--- src/rtl/dm_lane_delay_ctrl.sv ---
// dm_lane_delay_ctrl
// Tap-step controller for the DDR4 DM lane output delay line. Turns
// load/increment/decrement requests into spaced MOVE/DIRECTION/LOAD strobes
// for the lane IOD, tracks the tap position and returns a status/tap response.
//
// Handshakes (both sides): a transfer happens on a rising FAB_CLK edge where
// valid and ready are both high. REQ_VALID seen while REQ_READY is low is
// ignored, so the source must hold the request until it is taken. RSP_VALID
// stays high with RSP_STATUS/RSP_TAP frozen until RSP_READY is seen high.
module dm_lane_delay_ctrl #(
    parameter int unsigned TAP_MAX  = 255,
    parameter int unsigned MOVE_GAP = 4,
    parameter int unsigned LOAD_TAP = 1
) (
    input  logic       FAB_CLK,
    input  logic       SYNC_RST,
    input  logic       REQ_VALID,
    output logic       REQ_READY,
    input  logic [1:0] REQ_CMD,
    input  logic [7:0] REQ_STEPS,
    output logic       RSP_VALID,
    input  logic       RSP_READY,
    output logic [1:0] RSP_STATUS,
    output logic [7:0] RSP_TAP,
    output logic       DELAY_LINE_MOVE_0,
    output logic       DELAY_LINE_DIRECTION_0,
    output logic       DELAY_LINE_LOAD_0,
    input  logic       DELAY_LINE_OUT_OF_RANGE_0,
    output logic [2:0] dbg_state
);

    typedef enum logic [2:0] {
        ST_IDLE  = 3'd0,
        ST_SETUP = 3'd1,
        ST_MOVE  = 3'd2,
        ST_GAP   = 3'd3,
        ST_LOAD  = 3'd4,
        ST_DONE  = 3'd5
    } state_t;

    localparam logic [1:0] CMD_LOAD = 2'b00;
    localparam logic [1:0] CMD_INC  = 2'b01;
    localparam logic [1:0] CMD_DEC  = 2'b10;

    localparam logic [1:0] STAT_OK     = 2'b00;
    localparam logic [1:0] STAT_RANGE  = 2'b01;
    localparam logic [1:0] STAT_LIMIT  = 2'b10;
    localparam logic [1:0] STAT_BADCMD = 2'b11;

    localparam logic [7:0] TAP_MAX_V  = 8'(TAP_MAX);
    localparam logic [7:0] LOAD_TAP_V = 8'(LOAD_TAP);
    // GAP lasts MOVE_GAP-1 cycles, so it counts down from MOVE_GAP-2 to 0.
    localparam logic [3:0] GAP_START  = 4'(MOVE_GAP - 2);
    // LOAD covers the strobe cycle plus MOVE_GAP-1 wait cycles.
    localparam logic [3:0] LOAD_START = 4'(MOVE_GAP - 1);

    state_t     state;
    state_t     state_nxt;
    logic [7:0] tap;
    logic [7:0] tap_nxt;
    logic [7:0] remain;
    logic [7:0] remain_nxt;
    logic [3:0] gap_cnt;
    logic [3:0] gap_nxt;
    logic       dir_nxt;
    logic [1:0] status_nxt;
    logic [7:0] rsp_tap_nxt;
    logic       at_limit;
    logic [7:0] tap_step;
    logic [7:0] tap_undo;

    assign dbg_state = state;

    // Bound check and the +/-1 neighbours of the tap in the current direction.
    always_comb begin
        at_limit = DELAY_LINE_DIRECTION_0 ? (tap == TAP_MAX_V) : (tap == 8'd0);
        tap_step = DELAY_LINE_DIRECTION_0 ? (tap + 8'd1) : (tap - 8'd1);
        tap_undo = DELAY_LINE_DIRECTION_0 ? (tap - 8'd1) : (tap + 8'd1);
    end

    // Next-state and next-value logic for every register.
    always_comb begin
        state_nxt   = state;
        tap_nxt     = tap;
        remain_nxt  = remain;
        gap_nxt     = gap_cnt;
        dir_nxt     = DELAY_LINE_DIRECTION_0;
        status_nxt  = RSP_STATUS;
        rsp_tap_nxt = RSP_TAP;
        case (state)
            ST_IDLE: begin
                if (REQ_VALID) begin
                    if (REQ_CMD == CMD_LOAD) begin
                        // The IOD returns to its static delay on LOAD.
                        tap_nxt   = LOAD_TAP_V;
                        gap_nxt   = LOAD_START;
                        state_nxt = ST_LOAD;
                    end else if ((REQ_CMD != CMD_INC) && (REQ_CMD != CMD_DEC)) begin
                        status_nxt  = STAT_BADCMD;
                        rsp_tap_nxt = tap;
                        state_nxt   = ST_DONE;
                    end else if (REQ_STEPS == 8'd0) begin
                        status_nxt  = STAT_OK;
                        rsp_tap_nxt = tap;
                        state_nxt   = ST_DONE;
                    end else begin
                        // Direction only ever changes here, ahead of any move.
                        dir_nxt    = (REQ_CMD == CMD_INC);
                        remain_nxt = REQ_STEPS;
                        state_nxt  = ST_SETUP;
                    end
                end
            end
            ST_SETUP: begin
                // Already at the bound: refuse without pulsing MOVE.
                if (at_limit) begin
                    status_nxt  = STAT_LIMIT;
                    rsp_tap_nxt = tap;
                    state_nxt   = ST_DONE;
                end else begin
                    state_nxt = ST_MOVE;
                end
            end
            ST_MOVE: begin
                tap_nxt    = tap_step;
                remain_nxt = remain - 8'd1;
                gap_nxt    = GAP_START;
                state_nxt  = ST_GAP;
            end
            ST_GAP: begin
                if (gap_cnt != 4'd0) begin
                    gap_nxt = gap_cnt - 4'd1;
                end else if (DELAY_LINE_OUT_OF_RANGE_0) begin
                    // The IOD refused the last step, so it is not counted.
                    tap_nxt     = tap_undo;
                    status_nxt  = STAT_RANGE;
                    rsp_tap_nxt = tap_undo;
                    state_nxt   = ST_DONE;
                end else if (remain == 8'd0) begin
                    status_nxt  = STAT_OK;
                    rsp_tap_nxt = tap;
                    state_nxt   = ST_DONE;
                end else if (at_limit) begin
                    status_nxt  = STAT_LIMIT;
                    rsp_tap_nxt = tap;
                    state_nxt   = ST_DONE;
                end else begin
                    state_nxt = ST_MOVE;
                end
            end
            ST_LOAD: begin
                if (gap_cnt != 4'd0) begin
                    gap_nxt = gap_cnt - 4'd1;
                end else begin
                    status_nxt  = STAT_OK;
                    rsp_tap_nxt = tap;
                    state_nxt   = ST_DONE;
                end
            end
            ST_DONE: begin
                if (RSP_READY) begin
                    state_nxt = ST_IDLE;
                end
            end
            default: begin
                state_nxt = ST_IDLE;
            end
        endcase
    end

    // State, counters and all outputs registered; strobes decoded from next state.
    always_ff @(posedge FAB_CLK) begin
        if (SYNC_RST) begin
            state                  <= ST_IDLE;
            tap                    <= LOAD_TAP_V;
            remain                 <= 8'd0;
            gap_cnt                <= 4'd0;
            REQ_READY              <= 1'b1;
            RSP_VALID              <= 1'b0;
            RSP_STATUS             <= STAT_OK;
            RSP_TAP                <= LOAD_TAP_V;
            DELAY_LINE_MOVE_0      <= 1'b0;
            DELAY_LINE_DIRECTION_0 <= 1'b0;
            DELAY_LINE_LOAD_0      <= 1'b0;
        end else begin
            state                  <= state_nxt;
            tap                    <= tap_nxt;
            remain                 <= remain_nxt;
            gap_cnt                <= gap_nxt;
            REQ_READY              <= (state_nxt == ST_IDLE);
            RSP_VALID              <= (state_nxt == ST_DONE);
            RSP_STATUS             <= status_nxt;
            RSP_TAP                <= rsp_tap_nxt;
            DELAY_LINE_MOVE_0      <= (state_nxt == ST_MOVE);
            DELAY_LINE_DIRECTION_0 <= dir_nxt;
            DELAY_LINE_LOAD_0      <= (state == ST_IDLE) && (state_nxt == ST_LOAD);
        end
    end

endmodule

--- config.mk ---
export PLATFORM = sky130hd
export DESIGN_NAME = dm_lane_delay_ctrl
export DESIGN_NICKNAME = d
export VERILOG_FILES = /design/src/rtl/dm_lane_delay_ctrl.sv
export SDC_FILE = /design/constraint.sdc
export NUM_CORES = 1
export LEC_CHECK = 0
export BUFFER_PORTS_ARGS = -buffer_cell sky130_fd_sc_hd__buf_2
export CAP_MARGIN = 20
export CORE_ASPECT_RATIO = 0.75
export CORE_MARGIN = 8
export CORE_UTILIZATION = 30
export CTS_CLUSTER_DIAMETER = 80
export CTS_CLUSTER_SIZE = 28
export DETAILED_ROUTE_END_ITERATION = 8
export HOLD_SLACK_MARGIN = 0.03
export PLACE_DENSITY = 0.44
export SLEW_MARGIN = 20
export SYNTH_ARGS = -nofsm -noshare
export SYNTH_HDL_FRONTEND = slang
export SYNTH_SLANG_ARGS = --single-unit
--- constraint.sdc ---
create_clock -name FAB_CLK -period 3 [get_ports FAB_CLK]
set_input_delay 0.6 -clock FAB_CLK [delete_from_list [all_inputs] [get_ports FAB_CLK]]
set_output_delay 0.6 -clock FAB_CLK [all_outputs]
set_load 0.1 [all_outputs]
==> results.toml <==
[detailed_routing]
wl_um = 8580
viasPerCell = 5.56
wl_per_cell_um = 17.0
drc = 0
drtIter0Drc = 248
antenna_left = 0
first_pass_iters = 4
vias = 2815

[synthesis]
synth-seq-area-share = 0.276
synthSimpleGateAreaFrac = 0.286
async_flop_share = 0
synth_edf_count = 0
syn-num-nets = 394
synthAdderAreaFrac = 0.0317
synth.top_cell.area_share = 0.276
synth_xor_area_frac = 0.0159
synth_area_leaders = "dfxtp_1, a21oi_1, nor2_1"
synth_top_cell_by_area = "dfxtp_1"
yosys_warnings = 0
ys.flop_type = "dfxtp_1"
ys_types = 64
synth-compound-area-share = 0.307
yosysMostFrequentCell = "a21oi_1"
ys_seq_elements = 38
synth_top_family_by_area = "compound AO/OA/AOI/OAI gates"
netlist_instances = 372
synth_area_mm2 = 0.00276
synthMuxAreaShare = 0.0204
avgSynthCellArea_um2 = 7.42
synth_commonest_cells = "a21oi_1, nor2_1, dfxtp_1, nand2_1, o21ai_0"

[global_route]
grt_first_pass_wirelength_um = 14400
grt_overflow_total = 0
grt_max_degree = 35
antenna_found_initial = 0
track_usage = 0.141
grt_pass1_vias = 2615

[cts]
post_cts.repair.setup_buffers = 0
cts_tree = "built"
clkSlewWorstSetupHoldPaths_ns = 0.06
ctsHoldBuffers = 0
cts.htree.levels = 2
clock-root-buffer = "clkbuf_16"
numCtsBuffers = 5
clk_latency_ns = 0.28
numClockSinks = 38
cts_resized = 0
clock_path_buffers = 2

[floorplanning]
io_pins = 33
coreArea_mm2 = 0.00901
start_util = 0.306
dieArea_mm2 = 0.0126
num_rows = 30
fp.dieW_um = 127
die_y_um = 99.1

[pwr]
cellPowerDensity_mw_per_mm2 = 1090
switching_share = 0.542
peakVddDrop_uv = 673
clock_power_share = 0.161
p_sw_uw = 1850
seq_power_share = 0.229
power.internal_uw = 1560
p_leak_uw = 0.00114
p_comb_frac = 0.610

[place]
io_buffers = 32
dp_hpwl_um = 6390
gp_congestion = 0.828
dpl_cell_area_mm2 = 0.00299

[timing]
hold_viol_final = 0
worst_pin_slew_ns = 0.807
fin_worst_skew_ns = 0.00275
setup_viol_count_final = 0
rsz0062_at_grt = "no"
slew_headroom = 0.458
fin_crit_sh = 0.825
final-max-slew-violation-count = 0
fin_crit_ns = 2.47
fmax_mhz = 404
setup_tns_ns = 0

[setup_path]
start_kind = "register"
crit_fanout = 12
crit_type = "reg2reg"
cp_data_arrival_time_ns = 2.67
crit_path_end_kind = "register"
critPathRequiredTime_ns = 3.20

[layout]
final_cell_area_mm2 = 0.00314
fillers = 992
diodes = 0
drive_gt1_frac = 0.147
seqCellArea_um2 = 761
area_delta_synth_final_pct = 13.7
layout.nets = 415
multi_input_area_mm2 = 0.00182

[job]
maxCapViolations = 0

[worst_hold_path]
hold_class = "reg2reg"

[run_status]
status = "finished clean"
metal layers:
layer,GRT usage,vias to the layer above,wire length (um)
met4,0.0273,0,50
met3,0.0318,7,552
met2,0.192,84,3250
met5,0,-,0
li1,-,1417,-
met1,0.217,1307,4730
kinds of logic (layout without fill, tap and decap cells):
kind of cell / count (synthesis) / after routing
AOI/OAI and AO/OA: 134 / 134
and+or+nand+nor: 144 / 144
adders and majority gates: 7 / 7
DFF: 38 / 38
xor gates and xnor gates: 5 / 5
buffers and inverters: 39 / 61
muxes: 5 / 5
per-stage QoR:
| step | worst slack (ns) | hold slack [ns] | total power (uW) | instances | utilization |
|---|---|---|---|---|---|
| 4_1_cts | 0.536 | 0.476 | 3420 | 506 | 0.348 |
| 3_3_place_gp | 0.494 | 0.465 | 2860 | 498 | 0.332 |
| 2_1_floorplan | 0.487 | 0.441 | 2430 | 372 | - |
| 5_1_grt | 0.386 | 0.502 | 3670 | 506 | 0.348 |
| 3_5_place_dp | 0.456 | 0.465 | 2860 | 498 | 0.332 |
| 6_report | 0.526 | 0.477 | 3410 | 506 | 0.348 |
final timing paths:
path | start | endpoint | slack, ns | depth (start not counted)
min reg2reg | RSP_TAP[7] | RSP_TAP[7] | 0.48 | 2
max | tap[1] | RSP_TAP[1] | 0.53 | 8
max reg2reg | tap[1] | RSP_TAP[1] | 0.53 | 8
min | RSP_TAP[7] | RSP_TAP[7] | 0.48 | 2
final cells by class:
| class | count | area share |
|---|---|---|
| sequential | 38 | 0.242 |
| timing repair buffer | 39 | 0.0678 |
| clock inverter | 1 | 0.00159 |
| inverter | 14 | 0.0167 |
| multi-input combinational | 295 | 0.581 |
| tap | 112 | 0.0447 |
| clock buffer | 7 | 0.0455 |
cells in the final DEF, fill, tap and decap left out, types with 8 or more instances in the layout:
master / instances
o21ai_1: 11
a211oi_1: 9
nand3_1: 10
inv_1: 13
nand2b_1: 8
nor2_1: 40
o21ai_0: 18
dfxtp_1: 38
nor3_1: 14
nand2_1: 29
buf_2: 32
a21oi_1: 47
flip-flops by register name (all words and copies together) (netlist names), 2 cells and up:
| name | count |
|---|---|
| RSP_STATUS | 2 |
| dbg_state | 3 |
| tap | 8 |
| gap_cnt | 4 |
| remain | 8 |
| RSP_TAP | 8 |
power by group through the flow:
stage / clock network (uW) / registers, uW / logic, uW
finish: 549 / 779 / 2080
detailed placement: 0 / 791 / 2070
global route: 578 / 806 / 2280
global placement: 0 / 790 / 2070
floorplan: 0 / 1240 / 1180
CTS: 563 / 781 / 2070
critical path, stage by stage, from the launching register on:
cell and delay (ns):
dfxtp_1 0.58, inv_1 0.09, ha_1 0.24, nor3b_4 0.19, nand3_4 0.14, or3b_1 0.45
mux2i_1 0.15, a211o_1 0.33, a311oi_2 0.22
Power figures use the tool's default switching activity.
